===== src/rtl/vend_pkg.sv =====
// -----------------------------------------------------------------------------
// vend_pkg
// Shared definitions for the vending payout controller and the coin-counting
// vending FSM: controller state encoding, coin values, change width and the
// default ack timeout.
// No ports (package).
// -----------------------------------------------------------------------------
package vend_pkg;

  localparam int CHANGE_W        = 6;    // width of change amounts (cents)
  localparam int DIME_CENTS      = 10;   // large payout coin
  localparam int NICKEL_CENTS    = 5;    // small payout coin
  localparam int ACK_TIMEOUT_CYC = 255;  // cycles allowed per ack edge

  typedef enum logic [3:0] {
    IDLE,
    VEND,
    VEND_REL,
    PAY_SEL,
    DIME_REQ,
    NICK_REQ,
    COIN_REL,
    CLEAR,
    WAIT_LOW,
    FAULT
  } state_t;

  // States in which the controller is waiting on an external edge
  // (an ack or the release of Done) and must therefore be supervised.
  function automatic logic is_timed(input state_t s);
    return s inside {VEND, VEND_REL, DIME_REQ, NICK_REQ, COIN_REL, WAIT_LOW};
  endfunction

endpackage


===== src/rtl/vend_ack_timer.sv =====
// -----------------------------------------------------------------------------
// vend_ack_timer
// Cycle counter supervising one wait. Cleared whenever the owning FSM changes
// state, counts while enabled, and flags expiry on the last allowed cycle
// (count == ACK_TIMEOUT-1) so the FSM can divert to its fault state on that
// same edge.
// Ports:
//   clk      in  system clock, rising edge
//   rst_n    in  asynchronous active-low reset
//   clr      in  reload the count to zero (state change)
//   en       in  count this cycle (waiting state)
//   expired  out last allowed cycle of the wait reached
// -----------------------------------------------------------------------------
module vend_ack_timer #(
  parameter int ACK_TIMEOUT = 255
) (
  input  logic clk,
  input  logic rst_n,
  input  logic clr,
  input  logic en,
  output logic expired
);

  localparam int TW = $clog2(ACK_TIMEOUT + 1);
  localparam logic [TW-1:0] LAST = TW'(ACK_TIMEOUT - 1);

  logic [TW-1:0] count_q, count_d;

  always_comb begin
    expired = en && (count_q == LAST);
    count_d = count_q;
    if (clr) begin
      count_d = '0;
    end else if (en && !expired) begin
      // Holding at LAST keeps the counter from wrapping if the owner
      // ever lingers; in practice the owner leaves on expiry.
      count_d = count_q + TW'(1);
    end
  end

  always_ff @(posedge clk or negedge rst_n) begin
    if (!rst_n) begin
      count_q <= '0;
    end else begin
      count_q <= count_d;
    end
  end

endmodule


===== src/rtl/vend_payout_ctrl.sv =====
// -----------------------------------------------------------------------------
// vend_payout_ctrl
// Sequences a completed vending transaction: releases the item, pays change
// one coin at a time (dimes first, then a nickel), then pulses ClrMachine to
// reset the vending FSM and waits for Done to fall. Every dispenser exchange
// is a four-phase req/ack handshake supervised by vend_ack_timer; a stalled
// handshake parks the controller in a sticky FAULT state until reset.
// Ports:
//   Clk         in   system clock, rising edge
//   Rst         in   asynchronous active-low reset
//   Done        in   vending FSM reached price (level)
//   ChangeIn    in   change owed, latched when leaving IDLE
//   VendAck     in   item dispenser ack
//   CoinAck     in   coin dispenser ack
//   VendReq     out  item release request
//   DimeReq     out  dispense one dime
//   NickelReq   out  dispense one nickel
//   ClrMachine  out  one-cycle clear pulse to the vending FSM
//   Busy        out  controller not idle
//   Short       out  one-cycle pulse: sub-nickel remainder discarded
//   Fault       out  sticky ack-timeout flag
//   ChangeLeft  out  change still owed
// All outputs are registered and decoded from the next state, so they line up
// exactly with the state register.
// -----------------------------------------------------------------------------
module vend_payout_ctrl
  import vend_pkg::*;
#(
  parameter int CW          = CHANGE_W,
  parameter int DIME        = DIME_CENTS,
  parameter int NICKEL      = NICKEL_CENTS,
  parameter int ACK_TIMEOUT = ACK_TIMEOUT_CYC
) (
  input  logic          Clk,
  input  logic          Rst,
  input  logic          Done,
  input  logic [CW-1:0] ChangeIn,
  input  logic          VendAck,
  input  logic          CoinAck,
  output logic          VendReq,
  output logic          DimeReq,
  output logic          NickelReq,
  output logic          ClrMachine,
  output logic          Busy,
  output logic          Short,
  output logic          Fault,
  output logic [CW-1:0] ChangeLeft
);

  localparam logic [CW-1:0] DIME_V   = CW'(DIME);
  localparam logic [CW-1:0] NICKEL_V = CW'(NICKEL);

  state_t        state_q, state_d;
  logic [CW-1:0] change_q, change_d;
  logic          vend_req_q, vend_req_d;
  logic          dime_req_q, dime_req_d;
  logic          nick_req_q, nick_req_d;
  logic          clr_q, clr_d;
  logic          busy_q, busy_d;
  logic          short_q, short_d;
  logic          fault_q, fault_d;

  logic tmr_clr;
  logic tmr_en;
  logic tmr_expired;

  assign tmr_clr = (state_d != state_q);
  assign tmr_en  = is_timed(state_q);

  vend_ack_timer #(
    .ACK_TIMEOUT(ACK_TIMEOUT)
  ) u_timer (
    .clk    (Clk),
    .rst_n  (Rst),
    .clr    (tmr_clr),
    .en     (tmr_en),
    .expired(tmr_expired)
  );

  // Next-state logic. In every waiting state the exit condition is tested
  // before the timeout, so an edge arriving on the last allowed cycle wins.
  always_comb begin
    state_d  = state_q;
    change_d = change_q;
    unique case (state_q)
      IDLE: begin
        if (Done) begin
          state_d  = VEND;
          change_d = ChangeIn;
        end
      end
      VEND: begin
        if (VendAck)          state_d = VEND_REL;
        else if (tmr_expired) state_d = FAULT;
      end
      VEND_REL: begin
        if (!VendAck)         state_d = PAY_SEL;
        else if (tmr_expired) state_d = FAULT;
      end
      PAY_SEL: begin
        if (change_q >= DIME_V)        state_d = DIME_REQ;
        else if (change_q >= NICKEL_V) state_d = NICK_REQ;
        else                           state_d = CLEAR;
      end
      DIME_REQ: begin
        if (CoinAck) begin
          // PAY_SEL guaranteed change_q >= DIME, so no underflow.
          change_d = change_q - DIME_V;
          state_d  = COIN_REL;
        end else if (tmr_expired) begin
          state_d = FAULT;
        end
      end
      NICK_REQ: begin
        if (CoinAck) begin
          change_d = change_q - NICKEL_V;
          state_d  = COIN_REL;
        end else if (tmr_expired) begin
          state_d = FAULT;
        end
      end
      COIN_REL: begin
        if (!CoinAck)         state_d = PAY_SEL;
        else if (tmr_expired) state_d = FAULT;
      end
      CLEAR: begin
        change_d = '0;
        state_d  = WAIT_LOW;
      end
      WAIT_LOW: begin
        // Done is still the old transaction's level; wait for it to drop.
        if (!Done)            state_d = IDLE;
        else if (tmr_expired) state_d = FAULT;
      end
      FAULT: begin
        state_d = FAULT;
      end
      default: begin
        state_d = IDLE;
      end
    endcase
  end

  // Moore output decode of the state being entered.
  always_comb begin
    vend_req_d = (state_d == VEND);
    dime_req_d = (state_d == DIME_REQ);
    nick_req_d = (state_d == NICK_REQ);
    clr_d      = (state_d == CLEAR);
    busy_d     = (state_d != IDLE);
    fault_d    = (state_d == FAULT);
    short_d    = (state_q == PAY_SEL) && (state_d == CLEAR) && (change_q != '0);
  end

  always_ff @(posedge Clk or negedge Rst) begin
    if (!Rst) begin
      state_q    <= IDLE;
      change_q   <= '0;
      vend_req_q <= 1'b0;
      dime_req_q <= 1'b0;
      nick_req_q <= 1'b0;
      clr_q      <= 1'b0;
      busy_q     <= 1'b0;
      short_q    <= 1'b0;
      fault_q    <= 1'b0;
    end else begin
      state_q    <= state_d;
      change_q   <= change_d;
      vend_req_q <= vend_req_d;
      dime_req_q <= dime_req_d;
      nick_req_q <= nick_req_d;
      clr_q      <= clr_d;
      busy_q     <= busy_d;
      short_q    <= short_d;
      fault_q    <= fault_d;
    end
  end

  assign VendReq    = vend_req_q;
  assign DimeReq    = dime_req_q;
  assign NickelReq  = nick_req_q;
  assign ClrMachine = clr_q;
  assign Busy       = busy_q;
  assign Short      = short_q;
  assign Fault      = fault_q;
  assign ChangeLeft = change_q;

endmodule


===== config.mk =====
export PLATFORM = sky130hd
export DESIGN_NAME = vend_payout_ctrl
export DESIGN_NICKNAME = d
export VERILOG_FILES = /design/src/rtl/vend_pkg.sv /design/src/rtl/vend_ack_timer.sv /design/src/rtl/vend_payout_ctrl.sv
export SDC_FILE = /design/constraint.sdc
export NUM_CORES = 1
export LEC_CHECK = 0
export BUFFER_PORTS_ARGS = -buffer_cell sky130_fd_sc_hd__buf_2
export CORE_MARGIN = 4
export CORE_UTILIZATION = 45
export CTS_CLUSTER_SIZE = 20
export DETAILED_ROUTE_END_ITERATION = 8
export PLACE_DENSITY = 0.67
export SYNTH_ARGS = -nofsm -noshare
export SYNTH_HDL_FRONTEND = slang
export SYNTH_SLANG_ARGS = --single-unit

===== constraint.sdc =====
create_clock -name Clk -period 2.1 [get_ports Clk]
set_clock_uncertainty 0.1 [all_clocks]
set_input_delay 0.105 -clock Clk [delete_from_list [all_inputs] [get_ports Clk]]
set_output_delay 0.105 -clock Clk [all_outputs]
set_load 0.01 [all_outputs]

======== Yosys cells after proc, flatten, opt, wreduce, memory -nomap -nowiden ========
Index checks and enable logic that the tools add are counted.
W data, S select, Z words.
operators by class
  muxes and demuxes ....................... 16
  $lt $le $gt $ge ......................... 2
  reduce and logical (&&, ||, !) cells .... 13
  equal/unequal tests ..................... 19
  add/sub/neg operators ................... 3
operators with widths
  kind                   count
  $pmux W4 S9            1
  $eq A4 B3 Y1 const B   7
  $mux W4                7
  $pmux W6 S4            1
  $mux W6                3
  $mux W8                2
  $eq A4 B4 Y1 const B   3
  $reduce_bool A6 Y1     2
  $add A8 B1 Y8 const B  1
  $eq A4 B1 Y1 const B   2
  $eq A4 B2 Y1 const B   2
  $eq A8 B8 Y1 const B   1
  $reduce_bool A4 Y1     2
  $ge A6 B3 Y1 const B   1
  $ge A6 B4 Y1 const B   1
  $ne A2 B2 Y1 const B   3
  $sub A6 B3 Y6 const B  1
  $sub A6 B4 Y6 const B  1
  $logic_and A1 B1 Y1    4
  $logic_not A4 Y1       1
  $mux W2                2
  $ne A4 B4 Y1           1
  $reduce_and A4 Y1      1
  $reduce_bool A2 Y1     1
  other kinds (2)        2
storage, ports and cells
  bits in registers ....................... 25
  logic and storage cells ................. 63

======== Longest topological paths before layout ========
  depth in word-level cells ............... 9
  depth in mapped cells ................... 7
  depth with buffers taken out ............ 7

======== Hierarchy ========
A second synthesis with hierarchy kept.
unflattened totals
  cell total of the unflattened synthesis .. 216
  area total of the unflattened synthesis .. 2019.4 um2
by module, submodules not included
  module            cells an instance  area an instance (um2)  instances
  vend_payout_ctrl  168                1512.7                  1
  vend_ack_timer    48                 506.7                   1

======== Worst setup path before layout ========
OpenSTA, ideal clock, no wires.
  path kind ............................... flip-flop to flip-flop
  from .................................... register change_q[4], in the netlist ChangeLeft[4]
  to ...................................... register u_timer.count_q[1]
  arrival ................................. 1899 ps
  library setup time ...................... 143 ps
  path buffers ............................ 0
  cell stages (with the launch flop) ...... 6
  path slack .............................. -41 ps
  cells stage by stage .................... dfrtp_1 -> or4_1 -> or3_1 -> and3_1 -> a21oi_2 -> a2111oi_0
on the way
  cells in the longest elaborated chain, start to end .. 6
  elaborated cells between the ends (all ways) .. 8
  those cells by class .................... order compare: 2; eq/ne: 1; mux: 4; reduce/logical: 1
ends and longest elaborated chain
  what                                                  RTL line                 RTL
  from (decl)                                           vend_payout_ctrl.sv:54   logic [CW-1:0] change_q, change_d;
  from (signal assigned)                                vend_payout_ctrl.sv:168  change_q <= change_d;
  $ge A6 B3 Y1                                          vend_payout_ctrl.sv:102  else if (change_q >= NICKEL_V) state_d = NICK_REQ;
  $mux W2                                               vend_payout_ctrl.sv:102
  $mux W2 (*)                                           vend_payout_ctrl.sv:101  if (change_q >= DIME_V) state_d = DIME_REQ;
  $pmux W4 S9 (*)                                       vend_payout_ctrl.sv:85   unique case (state_q)
  $ne A4 B4 Y1 (*)                                      vend_payout_ctrl.sv:67   assign tmr_clr = (state_d != state_q);
  $mux W8 / $reduce_bool A2 Y1 (equally long branches)  -
  to (signal assigned)                                  vend_ack_timer.sv:45     count_q <= count_d;
  to (decl)                                             vend_ack_timer.sv:27     logic [TW-1:0] count_q, count_d;
Mark *: on every way between the ends. The rest lies on a longest branch, timed or not.
A chain may end at the register's enable or synchronous reset.

======== Worst setup path in the final report ========
  from .................................... register state_q[2]
  to ...................................... register u_timer.count_q[6]
on the way
  cells in the longest elaborated chain, start to end .. 8
  elaborated cells between the ends (all ways) .. 26
  those cells by class .................... eq/ne: 10; mux: 9; reduce/logical: 7
ends and longest elaborated chain
  what                                                  RTL line                                RTL
  from (decl)                                           vend_payout_ctrl.sv:53                  state_t state_q, state_d;
  from (signal assigned)                                vend_payout_ctrl.sv:167                 state_q <= state_d;
  $eq A4 B1 Y1, or another cell as far along            vend_pkg.sv:31, vend_payout_ctrl.sv:85
  $reduce_bool A6 Y1                                    vend_pkg.sv:31                          return s inside {VEND, VEND_REL, DIME_REQ, NICK_REQ, COIN_REL, WAIT_LOW};
  $logic_and A1 B1 Y1                                   vend_ack_timer.sv:30                    expired = en && (count_q == LAST);
  $mux W4                                               -
  $mux W4, on equally long branches                     -
  $pmux W4 S9                                           vend_payout_ctrl.sv:85
  $ne A4 B4 Y1                                          vend_payout_ctrl.sv:67
  $mux W8 / $reduce_bool A2 Y1 (equally long branches)  -
Parallel ways exist; a longest one is shown, timed or not.

==> flow_metrics.py <==
metrics = {
    "outcome": {
        "outcome": "finished with violations",
        "violations": "setup timing",
    },
    "clock_network": {
        "clock_latency_ns": 0.28,
        "clkTransAtPathRegs_ns": 0.09,
        "numCtsBuffers": 3,
        "clockBufferDepth": 2,
        "cts_sinks": 25,
        "root_buffer": "clkbuf_8",
        "cts_tree": "built",
        "htreeDepth": 1,
    },
    "worst_setup_path": {
        "cp-end-kind": "flip-flop",
        "critPathLaunch": "state_q[2]$_DFF_PN0_",
        "rr_worst_depth": 6,
        "crit_arrival_ns": 2.21,
        "required_ns": 2.16,
        "crit_chain": "or4_4 > or3_4 > and3_4 > a21oi_4 > buf_12 > nor4_2",
        "critical_path_class": "flip-flop to flip-flop",
        "critPathTopFamily": "simple AND/OR/NAND/NOR gates",
        "path_buf_inv": 1,
        "cp_slowest_cell": "or4_4",
        "startpoint_type": "flip-flop",
        "r2r_end": "u_timer.count_q[6]$_DFFE_PN0P_",
        "cpPeakStageDelay_ns": 0.54,
        "timing.rr.start": "state_q[2]$_DFF_PN0_",
        "r2r_slack_ns": -0.06,
        "crit_path_max_fanout": 8,
    },
    "layout": {
        "final_common_cell": "buf_4",
        "layout_common_cells": "46 x buf_4, 23 x dfrtp_1, 23 x buf_2, 18 x nor2_1, 13 x nand2_1",
        "diodes": 0,
        "fillers": 304,
        "drive_gt1_frac": 0.390,
        "final_util": 0.685,
        "syn_to_final_growth_pct": 42.4,
        "final_nets": 302,
    },
    "floorplan": {
        "std_cell_rows": 22,
        "die_h_um": 71.7,
        "die_w_um": 71.7,
        "die-area_um2": 5150,
        "core-area_um2": 3800,
        "initial_core_util": 0.481,
        "io_pins": 24,
    },
    "global_routing": {
        "grt_pass1_vias": 1851,
        "grt_first_pass_wirelength_um": 8870,
        "track_usage": 0.214,
        "antenna_found_initial": 0,
        "grt-ovfl-total": 0,
        "grt_max_degree": 26,
    },
    "timing": {
        "worstMarginPinSlew_ns": 0.584,
        "fin_crit_sh": 1.03,
        "relSlewSlack": 0.611,
        "fin_ws_ns": -0.0586,
        "fin_setup_tns_ns": -0.384,
        "setup_violations": 9,
        "hold_violations": 0,
        "fin_crit_ns": 2.16,
        "rsz0062_at_grt": "yes",
        "drv_slew": 0,
        "max_freq_mhz": 463,
    },
    "yosys": {
        "ys_types": 58,
        "synth-seq-cells": 25,
        "synthCells": 214,
        "yosysWarnings": 0,
        "synth_flop_cell": "dfrtp_1",
        "ys_seq_area_frac": 0.342,
        "async_flop_share": 1.00,
        "synth-edff-count": 0,
        "syn_nets": 233,
        "postSynthAreaPerCell_um2": 8.54,
        "synth_area_um2": 1830,
    },
    "power": {
        "power_density_nw_per_um2": 1570,
        "leakage_nw": 1.16,
        "ir_drop_v": 0.000810,
    },
    "detailed_routing": {
        "wl_met1_um": 2330,
        "first_iter_violations": 124,
        "remaining_drc_errors": 0,
        "vias": 1963,
        "top_layer": "met4",
        "first_pass_iters": 4,
        "wl_um": 5460,
        "via_per_inst": 5.95,
        "postRouteAntennaNets": 0,
        "routedWlPerCell_um": 16.5,
        "wl_met3_um": 314,
        "wl_met2_um": 2670,
    },
    "run": {
        "maxCapViolations": 0,
    },
    "min_path": {
        "holdPathEnd": "ChangeLeft[2]$_DFFE_PN0P_",
        "hold_depth": 3,
        "hp-start": "ChangeIn[2]",
        "hold_class": "input port to flip-flop",
    },
    "placed_design": {
        "finalWeightedCongestion": 0.911,
        "dp_hpwl_um": 3720,
        "dp_slack_ns": -0.147,
        "portBuffers": 23,
    },
}
timing repair:
action                                 4_1_cts  5_1_grt
gates resized for setup                     17       26
hold buffers                                 1        0
setup buffers                                1        4
endpoints found under the hold margin       25        0
pin swaps                                    1       11
setup endpoints to repair                   13       13
metrics by stage:
stage                     area (um^2)  cells  power, mW  hold WS [ns]
final                            2600    330       4.09        0.0146
after detailed placement         2300    320       3.14        0.0385
after global placement           2300    320       3.13        0.0388
after floorplan                  1840    214       2.21        -0.291
after global routing             2600    330       4.39        0.0272
after CTS                        2440    326       3.66        0.0185
worst min-delay path, stage by stage:
cell	delay, ns
buf_2	0.08
a21oi_1	0.05
a21oi_1	0.12
logic make-up (layout without fill, tap and decap cells):
logic type      count (synthesis)  in the layout  share of synthesized area
simple gates                   74             74                      0.216
fa+ha+maj                       8              8                     0.0548
xor+xnor                        7              7                     0.0335
compound gates                 76             76                      0.290
flops                          25             25                      0.342
buf+inv                        22             90                     0.0520
mux                             2              2                     0.0110
worst max-delay path by stage:
stage          slack (ns)  cells past startpoint                        endpoint
2_1_floorplan        0.02                      5  u_timer.count_q[1]$_DFFE_PN0P_
3_3_place_gp        -0.20                      7               VendReq$_DFF_PN0_
6_report            -0.06                      6  u_timer.count_q[6]$_DFFE_PN0P_
4_1_cts             -0.03                      6  u_timer.count_q[7]$_DFFE_PN0P_
5_1_grt             -0.09                      6  u_timer.count_q[7]$_DFFE_PN0P_
3_5_place_dp        -0.15                      5               VendReq$_DFF_PN0_
power by group:
part,switching [mW],internal (mW)
sequential,0.136,0.636
clock,0.157,0.136
combinational,1.58,1.45
total,1.87,2.23
registers in the layout, summed over array words and instances (netlist names):
register         cells
Busy                 1
DimeReq              1
VendReq              1
Fault                1
ClrMachine           1
state_q              4
Short                1
NickelReq            1
u_timer.count_q      8
ChangeLeft           6
metal layers:
metal,global-route usage,up-vias
met1,0.293,936
met4,0.0522,0
met3,0.0337,20
met2,0.354,75
met5,0,-
li1,-,932
final cells by class:
cell class	instances	area, um^2	share of cell area
tap	48	60.1	0.0231
multi-input combinational	167	1290	0.497
timing repair buffer	75	536	0.206
clock buffer	4	45.0	0.0173
sequential	25	628	0.241
inverter	11	41.3	0.0159
Yosys cell counts, types with 6 or more instances:
cell / n / area share
o21ai_0: 14 / 0.038
nand3_1: 6 / 0.016
inv_1: 11 / 0.023
nor3_1: 7 / 0.019
a21oi_1: 14 / 0.038
xnor2_1: 6 / 0.029
clkbuf_1: 6 / 0.012
nand2_1: 13 / 0.027
nand2b_1: 6 / 0.021
dfrtp_1: 25 / 0.34
nor2_1: 18 / 0.037
ha_1: 8 / 0.055
a21o_1: 6 / 0.025
No activity file was read; power rests on OpenSTA's default activity.
